--- src/rtl/rr_arb_pkg.sv ---
// Shared types and helpers for the four-way round-robin arbiter.
// Requester count, select width, FSM state encoding and a one-hot decoder.
package rr_arb_pkg;
   localparam int NUM_REQ = 4;
   localparam int SEL_W   = 2;

   typedef enum logic {
      IDLE  = 1'b0,
      GRANT = 1'b1
   } state_t;

   function automatic logic [NUM_REQ-1:0] onehot4(input logic [SEL_W-1:0] sel);
      logic [NUM_REQ-1:0] v;
      v      = '0;
      v[sel] = 1'b1;
      return v;
   endfunction
endpackage

--- src/rtl/mux4x1.sv ---
// Plain 4:1 one-bit multiplexer; S picks which I bit drives Y.
module mux4x1 (
   input  logic [3:0] I,
   input  logic [1:0] S,
   output logic       Y
);
   assign Y = I[S];
endmodule

--- src/rtl/rr_pick4.sv ---
// Rotating-priority picker: first set bit of req, searching ptr, ptr+1, ptr+2, ptr+3 (mod 4).
// Purely combinational; win is don't-care when any is low.
module rr_pick4
   import rr_arb_pkg::*;
(
   input  logic [SEL_W-1:0]   ptr,
   input  logic [NUM_REQ-1:0] req,
   output logic [SEL_W-1:0]   win,
   output logic               any
);
   logic [SEL_W-1:0]   idx [NUM_REQ];
   logic [NUM_REQ-1:0] hit;

   // hit[gi] is the request seen at search position gi, counted from ptr
   for (genvar gi = 0; gi < NUM_REQ; gi++) begin : g_rot
      assign idx[gi] = ptr + SEL_W'(gi);
      assign hit[gi] = req[idx[gi]];
   end

   always_comb begin
      win = ptr;
      for (int i = NUM_REQ - 1; i >= 0; i--) begin
         if (hit[i]) win = idx[i];
      end
   end

   assign any = |hit;
endmodule

--- src/rtl/rr_mux4_arbiter.sv ---
// Round-robin arbiter owning the select of a 4:1 one-bit mux, with valid/ready output
// and a cap of HOLD_MAX transfers per grant before priority rotates.
module rr_mux4_arbiter
   import rr_arb_pkg::*;
#(
   parameter int HOLD_MAX = 4,
   parameter int CNT_W    = 3
) (
   input  logic               clk,
   input  logic               rst_n,
   input  logic [NUM_REQ-1:0] req,
   input  logic [NUM_REQ-1:0] data,
   input  logic               out_ready,
   output logic [NUM_REQ-1:0] gnt,
   output logic [SEL_W-1:0]   sel,
   output logic               out_valid,
   output logic               y,
   output logic               busy
);
   state_t             state_reg;
   logic [NUM_REQ-1:0] gnt_reg;
   logic [SEL_W-1:0]   sel_reg;
   logic [SEL_W-1:0]   ptr_reg;
   logic [CNT_W-1:0]   cnt_reg;

   logic [SEL_W-1:0]   idle_win, rel_win, rel_ptr;
   logic               idle_any, rel_any;
   logic [NUM_REQ-1:0] rel_req;
   logic               transfer, last_xfer, release_now, mux_y;

   // On release the current owner is masked so it cannot win back-to-back
   assign rel_ptr = sel_reg + SEL_W'(1);
   assign rel_req = req & ~onehot4(sel_reg);

   rr_pick4 u_pick_idle (
      .ptr (ptr_reg),
      .req (req),
      .win (idle_win),
      .any (idle_any)
   );

   rr_pick4 u_pick_rel (
      .ptr (rel_ptr),
      .req (rel_req),
      .win (rel_win),
      .any (rel_any)
   );

   assign busy        = (state_reg == GRANT);
   assign out_valid   = busy && req[sel_reg];
   assign transfer    = out_valid && out_ready;
   assign last_xfer   = transfer && (cnt_reg == CNT_W'(HOLD_MAX - 1));
   assign release_now = !req[sel_reg] || last_xfer;

   mux4x1 u_mux (
      .I (data),
      .S (sel_reg),
      .Y (mux_y)
   );

   assign y   = mux_y & out_valid;
   assign gnt = gnt_reg;
   assign sel = sel_reg;

   always_ff @(posedge clk) begin
      if (!rst_n) begin
         state_reg <= IDLE;
         gnt_reg   <= '0;
         sel_reg   <= '0;
         ptr_reg   <= '0;
         cnt_reg   <= '0;
      end else begin
         case (state_reg)
            IDLE: begin
               if (idle_any) begin
                  state_reg <= GRANT;
                  gnt_reg   <= onehot4(idle_win);
                  sel_reg   <= idle_win;
                  cnt_reg   <= '0;
               end
            end
            GRANT: begin
               if (release_now) begin
                  ptr_reg <= rel_ptr;
                  if (rel_any) begin
                     gnt_reg <= onehot4(rel_win);
                     sel_reg <= rel_win;
                     cnt_reg <= '0;
                  end else begin
                     // sel keeps its last value while idle
                     gnt_reg   <= '0;
                     state_reg <= IDLE;
                  end
               end else if (transfer) begin
                  cnt_reg <= cnt_reg + CNT_W'(1);
               end
            end
            default: begin
               state_reg <= IDLE;
               gnt_reg   <= '0;
            end
         endcase
      end
   end
endmodule

--- config.mk ---
export PLATFORM = sky130hd
export DESIGN_NAME = rr_mux4_arbiter
export DESIGN_NICKNAME = d
export VERILOG_FILES = /design/src/rtl/rr_arb_pkg.sv /design/src/rtl/mux4x1.sv /design/src/rtl/rr_pick4.sv /design/src/rtl/rr_mux4_arbiter.sv
export SDC_FILE = /design/constraint.sdc
export NUM_CORES = 1
export LEC_CHECK = 0
export CAP_MARGIN = 20
export CORE_MARGIN = 1
export CORE_UTILIZATION = 55
export CTS_BUF_LIST = sky130_fd_sc_hd__clkbuf_8 sky130_fd_sc_hd__clkbuf_16
export DETAILED_ROUTE_END_ITERATION = 16
export DONT_BUFFER_PORTS = 1
export PLACE_DENSITY = 0.82
export SLEW_MARGIN = 10
export SYNTH_ARGS = -nofsm -noshare
export SYNTH_HDL_FRONTEND = slang
export SYNTH_SLANG_ARGS = --single-unit
--- constraint.sdc ---
create_clock -name clk -period 3.85 [get_ports clk]
set_clock_uncertainty 0.15 [all_clocks]
set_input_delay 0.385 -clock clk [delete_from_list [all_inputs] [get_ports clk]]
set_output_delay 0.385 -clock clk [all_outputs]
set_load 0.005 [all_outputs]
# Word level (Yosys, flattened, before mapping)
# Index checks and enable logic that the tools add are counted.
[totals] register_bits=12 elab_cells=102
[op_classes] addsub=8 order_cmp=14 eq_ne=6 n_mux=51 bitwise_logic=4 reduce_logical=14
[op_table] operator="$lt 2x3->1 const B" n=11
[op_table] operator="$mux 2" n=11
[op_table] operator="$bmux 1 s2" n=10
[op_table] operator="$mux 1" n=16
[op_table] operator="$mux 3" n=4
[op_table] operator="$mux 4" n=3
[op_table] operator="$add 2x2->2 const B" n=4
[op_table] operator="$pmux 4 s2" n=1
[op_table] operator="$reduce_or 4->1" n=2
[op_table] operator="$add 2x1->2 const B" n=3
[op_table] operator="$demux 1 s2" n=3
[op_table] operator="$ge 2x1->1 const B" n=3
[op_table] operator="$logic_and 1x1->1" n=6
[op_table] operator="$pmux 3 s2" n=1
[op_table] operator="$reduce_and 3->1" n=2
[op_table] operator="$and 4x4->4" n=1
[op_table] operator="$ne 2x1->1 const B" n=2
[op_table] operator="$not 4->4" n=1
[op_table] operator="$pmux 2 s2" n=1
[op_table] operator="$reduce_and 2->1" n=2
[op_table] operator="$add 3x1->3 const B" n=1
[op_table] operator="$eq 3x2->1 const B" n=1
[op_table] operator="$ne 3x1->1 const B" n=1
[op_table] operator="$ne 3x3->1 const B" n=1
[op_table] operator="other kinds (6)" n=6

# Logic depth before layout (Yosys ltp)
# Gate-level depths: netlist (run 1).
[logic_depth] word_depth=19 ltp_mapped=8 depth_no_buf=7

# By module
# A second synthesis (run 1) with hierarchy kept.
[hier_totals] hier_cells=116 area_unflattened_um2=963.4
[modules_own_cells] mod="rr_mux4_arbiter" instances=1 cells_each=83 area_per_inst_um2=740.7 seq_area_each_um2=240.2
[modules_own_cells] mod="rr_pick4" instances=2 cells_each=16 area_per_inst_um2=100.1 seq_area_each_um2=0.0
[modules_own_cells] mod="mux4x1" instances=1 cells_each=1 area_per_inst_um2=22.5 seq_area_each_um2=0.0

# Least setup slack after synthesis (run 1)
# OpenSTA, ideal clock, no wires.
[synth_path] kind="register to register" from="reg sel_reg[0], in the netlist sel[0]" to="reg sel_reg[1], in the netlist sel[1]" arrival_ps=1847 t_required_ps=3573 path_slack_ps=1726 path_stages_with_launch=8 period_less_slack_ps=2124 cell_sequence="dfxtp_1 buf_6 inv_1 ha_1 or3_1 a32oi_1 mux2_2 a21oi_1"
[synth_via] word_cells_on_any_way=37 cone_classes="add/sub: 4; order compare: 2; eq/ne: 2; mux: 19; bitwise: 2; reduce/logical: 8"
[synth_lines] item="start, declared" line_no="rr_mux4_arbiter.sv:22" rtl="logic [SEL_W-1:0] sel_reg;"
[synth_lines] item="start signal, assigned" line_no="rr_mux4_arbiter.sv:78" rtl="sel_reg <= idle_win;"
[synth_lines] item="start signal, assigned" line_no="rr_mux4_arbiter.sv:87" rtl="sel_reg <= rel_win;"
[synth_lines] item="$add 2x1->2 *" line_no="rr_mux4_arbiter.sv:32" rtl="assign rel_ptr = sel_reg + SEL_W'(1);"
[synth_lines] item="via rel_ptr[0]" line_no="rr_mux4_arbiter.sv:26" rtl="logic [SEL_W-1:0] idle_win, rel_win, rel_ptr;"
[synth_lines] item="$add 2x2->2" line_no="rr_pick4.sv:16" rtl="assign idx[gi] = ptr + SEL_W'(gi);"
[synth_lines] item="$bmux 1 s2" line_no="rr_pick4.sv:17" rtl="assign hit[gi] = req[idx[gi]];"
[synth_lines] item="$mux 1 (implied by the code)" line_no="rr_pick4.sv:17"
[synth_lines] item="$mux 2 (4 in series)" line_no="rr_pick4.sv:23" rtl="if (hit[i]) win = idx[i];"
[synth_lines] item="$mux 2" line_no="rr_mux4_arbiter.sv:85" rtl="if (rel_any) begin"
[synth_lines] item="$mux 2" line_no="rr_mux4_arbiter.sv:83" rtl="if (release_now) begin"
[synth_lines] item="$pmux 2 s2" line_no="rr_mux4_arbiter.sv:73" rtl="case (state_reg)"
# The timed path passes the listed nets; every way through them passes the cells marked *. The select of a mux whose other input is x is not followed.
# A chain may end at the register's enable or synchronous reset.

# Final worst setup path (run 1)
# Same ends and word-level chain as after synthesis.

==> qor.yml, run 1 <==
syn_to_final_growth_pct: 6.01
grt_pass1_vias: 883
cts_made_buffers: 3
hold_violations: 0
dieArea_mm2: 0.00199
synthXorXnorAreaFrac: 0
post-route-period-util: 0.646
required_ps: 3840
rsz0062_at_grt: "false"
utilization: 0.621
p_leak_nw: 0.409
syn_nets: 138
worstPathMaxFanout: 11
final.min_clock_period_ps: 2490
finalNetCount: 139
clock_sinks: 12
cts_root_buffer: "clkbuf_8"
end_kind: "flip-flop"
clock.fmax_ghz: 0.402
synthMuxAreaShare: 0.0713
layout_setup_ws_ps: 1360
initial_core_util: 0.585
crit_family: "flip-flops"
diodes: 0
start_kind: "flip-flop"
netlist_area_um2: 1000
drc_errors: 0
synth_compound_area_frac: 0.343
synthCells: 121
hp-class: "in -> reg"
synth_common_cells: "dfxtp_1 (12), a21oi_1 (10), nor2_1 (9), o21ai_0 (9), inv_1 (8)"
drt-total-wl_um: 2330
synthSimpleGateAreaFrac: 0.214
path_buf_inv: 1
tightest_slew_ps: 530
synth_area_leaders: "dfxtp_1 (24%), ha_1 (7.5%), a21oi_1 (5.0%), o21ai_0 (4.5%), a21o_1 (3.8%)"
vias: 947
path_clk_slew_ps: 60
synth-adder-area-share: 0.0751
grt_pass1_wl_um: 3840
overflow: 0
cts_max_level: 1
ir_worst_vdd_mv: 0.394
cts_resized: 0
yosysWarnings: 0
powerDensity_mw_per_mm2: 453
gp_congestion: 0.829
rows: 15
die_h_um: 44.6
worstSetupPathType: "reg -> reg"
synth_top_family_by_area: "compound AO/OA/AOI/OAI gates"
maxCapViolations: 0
synth.ff_latch_count: 12
drive_gt1_frac: 0.107
drt-initial-drc-count: 14
max_stage_delay_ps: 580
cts_tree: "built"
port_buffers: 0
clockBufferDepth: 2
ys.flop_type: "dfxtp_1"
first_pass_iters: 4
ant_nets: 0
final.setup.tns_ps: 0
vias_per_cell: 6.49
synth_top_area_cell: "dfxtp_1"
power_uw: 481
relSlewSlack: 0.643
setup_violations: 0
ctsHoldBuffers: 0
critPathSlowestCell: "dfxtp_1"
core_mm2: 0.00171
grt_max_degree: 12
antenna_found_initial: 0
cp_cell_sequence: "inv_1 > ha_1 > or3_1 > a32oi_1 > mux2_2 > a21oi_1"
status: "complete, no violations"
r2r_slack_ps: 1360
wl_per_cell_um: 16.0
final_max_slew_viol_count: 0
synth_cell_types: 44
synth_top_area_frac: 0.240
avgSynthCellArea_um2: 8.26
synth_edf_count: 0
synthArstFlopShare: 0
largest_register_ffs: 4
clock_latency_ps: 250
track_usage: 0.267
yosysSeqAreaShare: 0.240
cts_setup_buffers: 0
hpwlAfterDp_um: 1770
io_pins: 20
yosysMostFrequentCell: "dfxtp_1"
die_w_um: 44.6
crit_arrival_ps: 2480
dp_slack_ps: 1400
==> logic make-up (layout without fill, tap and decap cells) <==
group                    after synthesis  count (layout)
AO/OA/AOI/OAI                         48              48
adder cells (fa/ha/maj)                6               6
buffers and inverters                 12              12
flip-flops                            12              12
multiplexers                           4               4
AND/OR/NAND/NOR                       39              39
==> cell type report <==
cell class / instances / area, um2
Tap cell: 25 / 31.3
Fill cell: 159 / 648
Clock buffer: 4 / 55.1
Sequential cell: 12 / 240
Inverter: 8 / 30.0
Multi-Input combinational cell: 97 / 703
==> worst paths after layout <==
check             start  cells after the start         end
max              sel[0]                      6      sel[1]
min               rst_n                      2      sel[0]
max reg2reg      sel[0]                      6      sel[1]
min reg2reg  cnt_reg[2]                      1  cnt_reg[2]
==> per-layer routing <==
layer,part of all wire,track usage,wire (um),up-vias
met3,0.070,0.0939,164,8
met4,0.022,0.0970,51,0
li1,-,-,-,453
met1,0.43,0.339,998,449
met5,0,0,0,-
met2,0.48,0.418,1120,37
==> power breakdown <==
group | internal, mW | switching [mW]
sequential | 0.141 | 0.0258
combinational | 0.0735 | 0.0959
clock | 0.0907 | 0.0539
total | 0.305 | 0.176
==> cell usage in the layout, fill, tap and decap left out, types with 2 or more instances in the layout <==
| master | Yosys | routed |
|---|---|---|
| or3_1 | 2 | 2 |
| o32ai_1 | 2 | 2 |
| o22ai_1 | 2 | 2 |
| dfxtp_1 | 12 | 12 |
| nand3_1 | 2 | 2 |
| nand4_1 | 2 | 2 |
| nand2b_1 | 4 | 4 |
| nor2b_1 | 6 | 6 |
| o21a_1 | 2 | 2 |
| clkbuf_8 | 0 | 4 |
| nor4_1 | 2 | 2 |
| ha_1 | 6 | 6 |
| nand2_1 | 5 | 5 |
| mux2_2 | 2 | 2 |
| a22oi_1 | 3 | 3 |
| o21ai_0 | 9 | 9 |
| inv_1 | 8 | 8 |
| a21oi_1 | 10 | 10 |
| o21ai_1 | 2 | 2 |
| a22o_1 | 2 | 2 |
| a21o_1 | 5 | 5 |
| nor2_1 | 9 | 9 |
==> stage by stage <==
step	cells	hold slack [ps]	area [um2]
final	146	118	1060
after global placement	142	306	1000
after CTS	146	118	1060
after detailed placement	142	314	1000
after global routing	146	138	1060
after floorplan	121	292	1000
(Power assumes the default switching activity.)
==> run 2, diff against run 1 <==
- PLACE_DENSITY: 0.82 -> 0.85
- clock period: 3.85 -> 2.1 ns (I/O delays scaled with it)
==> qor.yml, run 2 (synthesis results as in run 1) <==
status: "complete, no violations"
clock.fmax_ghz: 0.485  # +21%
required_ps: 2080  # -1760 ps
finalNetCount: 146  # +5.0%
hold_violations: 0  # unchanged
cts_made_buffers: 3  # unchanged
seqCellArea_um2: 248  # +3.1%
cts_root_buffer: "clkbuf_8"
grt_pass1_vias: 941  # +6.6%
crit_arrival_ps: 2040  # -440 ps
clockBufferDepth: 2  # unchanged
powerDensity_mw_per_mm2: 823  # +82%
clock_sinks: 12  # unchanged
r2r_slack_ps: 40  # -1320 ps
layout_setup_ws_ps: 39.1  # -1320 ps
initial_core_util: 0.585  # unchanged
drt-initial-drc-count: 39  # +25
fillers: 125  # -21%
port_buffers: 0  # unchanged
final.min_clock_period_ps: 2060  # -427 ps
core_mm2: 0.00171  # unchanged
overflow: 0  # unchanged
rows: 15  # unchanged
whs_endpoint: "gnt[2]"
multi_input_area_um2: 746  # +6.0%
r2r_start: "sel[1]"
die_w_um: 44.6  # unchanged
gp_congestion: 0.918  # +11%
drt-total-wl_um: 2700  # +16%
first_pass_iters: 4  # unchanged
cts_tree: "built"
post-route-period-util: 0.981  # +0.335
io_pins: 20  # unchanged
drive_gt1_frac: 0.211  # +0.103
wl_per_cell_um: 17.6  # +10%
largest_register_ffs: 4  # unchanged
final_cell_mix: "a21oi_1 (10), dfxtp_1 (10), nor2_1 (9), o21ai_0 (9), inv_1 (8)"
drc_errors: 0  # unchanged
antenna_found_initial: 0  # unchanged
hp-class: "in -> reg"
utilization: 0.682  # +0.0615
p_leak_nw: 0.457  # +12%
grt_max_degree: 11  # -1
start_kind: "flip-flop"
vias_per_cell: 6.58  # +1.5%
worstPathMaxFanout: 5  # -6
track_usage: 0.281  # +0.0135
tightest_slew_ps: 494  # -36.3 ps
ant_nets: 0  # unchanged
relSlewSlack: 0.667  # +0.0240
end_kind: "flip-flop"
cts_max_level: 1  # unchanged
cts_setup_buffers: 0  # unchanged
syn_to_final_growth_pct: 16.5
maxCapViolations: 0  # unchanged
dieArea_mm2: 0.00199  # unchanged
vias: 1007  # +6.3%
worstSetupPathType: "reg -> reg"
final_max_slew_viol_count: 0  # unchanged
hpwlAfterDp_um: 1950  # +10%
whs_path_depth: 2  # unchanged
clock_latency_ps: 240  # about the same
dp_slack_ps: -106  # -1500 ps
r2r_end: "gnt[2]"
rr_worst_depth: 7  # +1
setup_violations: 0  # unchanged
worstHoldStart: "rst_n"
path_clk_slew_ps: 50  # about the same
grt_pass1_wl_um: 4080  # +6.3%
die_h_um: 44.6  # unchanged
diodes: 0  # unchanged
ir_worst_vdd_mv: 0.849  # +120%
-- run 2: metal layers --
metal	GRT usage	part of all wire	vias up
li1	-	-	472
met1	0.317	0.38	472
met2	0.524	0.51	51
met3	0.0857	0.084	12
met4	0.0424	0.021	0
met5	0	0	-
-- run 2: what timing repair did --
item,in CTS,in global routing
hold buffers,1,0
setup endpoints to repair,4,5
endpoints found under the hold margin,3,0
gates resized for setup,3,8
pin swaps,1,1
-- run 2: worst max-delay path by stage --
stage / start / to / slack (ps) / cells past startpoint
final: sel[1] / gnt[2] / 40 / 7
after global routing: sel[1] / gnt[2] / -30 / 7
after CTS: sel[1] / gnt[2] / 20 / 7
after detailed placement: sel[0] / sel[1] / -110 / 6
after global placement: sel[0] / gnt[2] / 30 / 7
after floorplan: sel[0] / sel[1] / 10 / 7
-- run 2: layout make-up --
class / count / area share
Multi-Input combinational cell: 97 / 0.640
Sequential cell: 12 / 0.213
Clock buffer: 4 / 0.0473
Timing Repair Buffer: 7 / 0.0473
Tap cell: 25 / 0.0269
Inverter: 8 / 0.0258
-- run 2: worst max-delay path: stages (launching register included) --
cell and delay, ps:
dfxtp_4 360, buf_4 140, ha_1 190, nor2b_2 220, or3_4 180, a32oi_4 150
or3_1 390, o32ai_1 160
-- run 2: report_power, final --
group / switching [mW] / internal, mW / total, mW / leakage (nW)
sequential: 0.0421 / 0.261 / 0.304 / 0.0998
clock: 0.0814 / 0.165 / 0.247 / 0.0288
combinational: 0.223 / 0.186 / 0.409 / 0.329
-- run 2: through the flow --
step	instance area [um2]	hold slack, ps	cells	TNS (ps)	power [mW]
after floorplan	1010	198	121	0	0.572
after global placement	1060	212	148	0	0.641
after detailed placement	1060	209	148	-321	0.662
after CTS	1130	24.3	153	0	0.914
after global routing	1160	29.7	153	-30.6	1.01
final	1160	33.0	153	0	0.959
==> run 3, diff against run 2 <==
==> constraint.sdc (replaced) <==
create_clock -name clk -period 2.1 [get_ports clk]
set_clock_uncertainty 0.15 [all_clocks]
set_input_delay 0.42 -clock clk [delete_from_list [all_inputs] [get_ports clk]]
set_output_delay 0.42 -clock clk [all_outputs]
set_load 0.005 [all_outputs]
==> qor.yml, run 3 (synthesis results as in run 1) <==
critPathSlowestCell: "or3_4"
vias_per_cell: 6.57  # -0.24%
final.setup.tns_ps: 0  # unchanged
die_w_um: 44.6  # unchanged
syn_to_final_growth_pct: 14.8
worstSetupEndpoint: "sel[1]"
path_buf_inv: 1  # unchanged
hold_violations: 0  # unchanged
powerDensity_mw_per_mm2: 826  # +0.29%
wl_per_cell_um: 16.8  # -4.6%
cts_max_level: 1  # unchanged
drt-initial-drc-count: 54  # +38%
die_h_um: 44.6  # unchanged
finalNetCount: 145  # -0.68%
grt_pass1_wl_um: 3920  # -4.0%
final_max_slew_viol_count: 0  # unchanged
rows: 15  # unchanged
required_ps: 2060  # -20 ps
worstPathMaxFanout: 7  # +2
initial_core_util: 0.585  # unchanged
path_clk_slew_ps: 50  # about the same
ir_worst_vdd_mv: 0.970  # +14%
crit_arrival_ps: 2010  # -30 ps
cts_root_buffer: "clkbuf_8"
tightest_slew_ps: 481  # -13.1 ps
clock_sinks: 12  # unchanged
cts_tree: "built"
crit_family: "simple AND/OR/NAND/NOR gates"
status: "complete, no violations"
hp-class: "in -> reg"
grt_max_degree: 11  # unchanged
diodes: 0  # unchanged
vias: 998  # -0.89%
io_pins: 20  # unchanged
track_usage: 0.266  # -0.0152
final.min_clock_period_ps: 2050  # -6.76 ps
r2r_slack_ps: 50  # about the same
largest_register_ffs: 4  # unchanged
setup_violations: 0  # unchanged
cts_made_buffers: 3  # unchanged
port_buffers: 0  # unchanged
crit_cells: 6  # -1
start_kind: "flip-flop"
grt_pass1_vias: 933  # -0.85%
hpwlAfterDp_um: 1950  # unchanged
end_kind: "flip-flop"
relSlewSlack: 0.676  # +0.00880
drc_errors: 0  # unchanged
p_leak_nw: 0.445  # -2.8%
fillers: 133  # +6.4%
clockBufferDepth: 2  # unchanged
gp_congestion: 0.918  # unchanged
clock.fmax_ghz: 0.487  # +0.33%
first_pass_iters: 4  # unchanged
drt-total-wl_um: 2560  # -5.3%
dieArea_mm2: 0.00199  # unchanged
ctsHoldBuffers: 0  # -1
antenna_found_initial: 0  # unchanged
crit_start: "sel[0]"
power_uw: 947  # -1.2%
post-route-period-util: 0.978  # -0.00322
r2r_start: "sel[0]"
final_cell_mix: "a21oi_1 (10), dfxtp_1 (10), nor2_1 (9), o21ai_0 (9), inv_1 (8)"
worstSetupPathType: "reg -> reg"
clock_latency_ps: 240  # about the same
rr_worst_depth: 6  # -1
maxCapViolations: 0  # unchanged
overflow: 0  # unchanged
max_stage_delay_ps: 410  # +20 ps
ant_nets: 0  # unchanged
drive_gt1_frac: 0.220  # +0.00953
cp_cell_sequence: "inv_1 > ha_1 > or3_4 > a32oi_4 > mux2_2 > a21oi_1"
r2r_end: "sel[1]"
core_mm2: 0.00171  # unchanged
-- run 3: worst min-delay path by stage --
| stage | slack [ps] | start | end | cells after the start |
|---|---|---|---|---|
| after floorplan | 290 | cnt_reg[2] | cnt_reg[2] | 1 |
| after CTS | 170 | rst_n | sel[0] | 2 |
| final | 170 | rst_n | sel[1] | 2 |
| after global placement | 310 | cnt_reg[2] | cnt_reg[2] | 1 |
| after global routing | 190 | rst_n | sel[1] | 2 |
| after detailed placement | 310 | cnt_reg[2] | cnt_reg[2] | 1 |
-- run 3: per-layer routing --
layer,vias up,global-route usage,wire [um]
met1,467,0.307,1000
li1,467,-,-
met4,0,0.0303,38
met2,59,0.509,1320
met5,-,0,0
met3,5,0.0571,201
-- run 3: metrics by stage --
step,utilization,instances,setup slack (ps),instance area (um2),hold slack [ps]
global route,0.672,152,-12.0,1150,186
detailed placement,0.619,148,-106,1060,309
floorplan,-,121,11.7,1010,292
finish,0.672,152,45.8,1150,170
global placement,0.619,148,32.1,1060,311
CTS,0.654,152,16.6,1120,165
-- run 3: final cells by class --
cell class,count,area [um2],share of cell area
tap,25,31.3,0.0273
sequential,12,248,0.216
clock buffer,4,55.1,0.0480
timing repair buffer,6,45.0,0.0393
inverter,8,30.0,0.0262
multi-input combinational,97,738,0.643
-- run 3: power by group --
group          switching [mW]  internal, mW  total (mW)
Combinational           0.216         0.182       0.398
Clock                  0.0803         0.165       0.246
Sequential             0.0425         0.261       0.304
-- run 3: what timing repair did --
action / CTS / global route
buffers inserted: 0 / 0
pin swaps: 1 / 2
cloned: 0 / 0
setup endpoints to repair: 6 / 6
resized for setup: 3 / 8
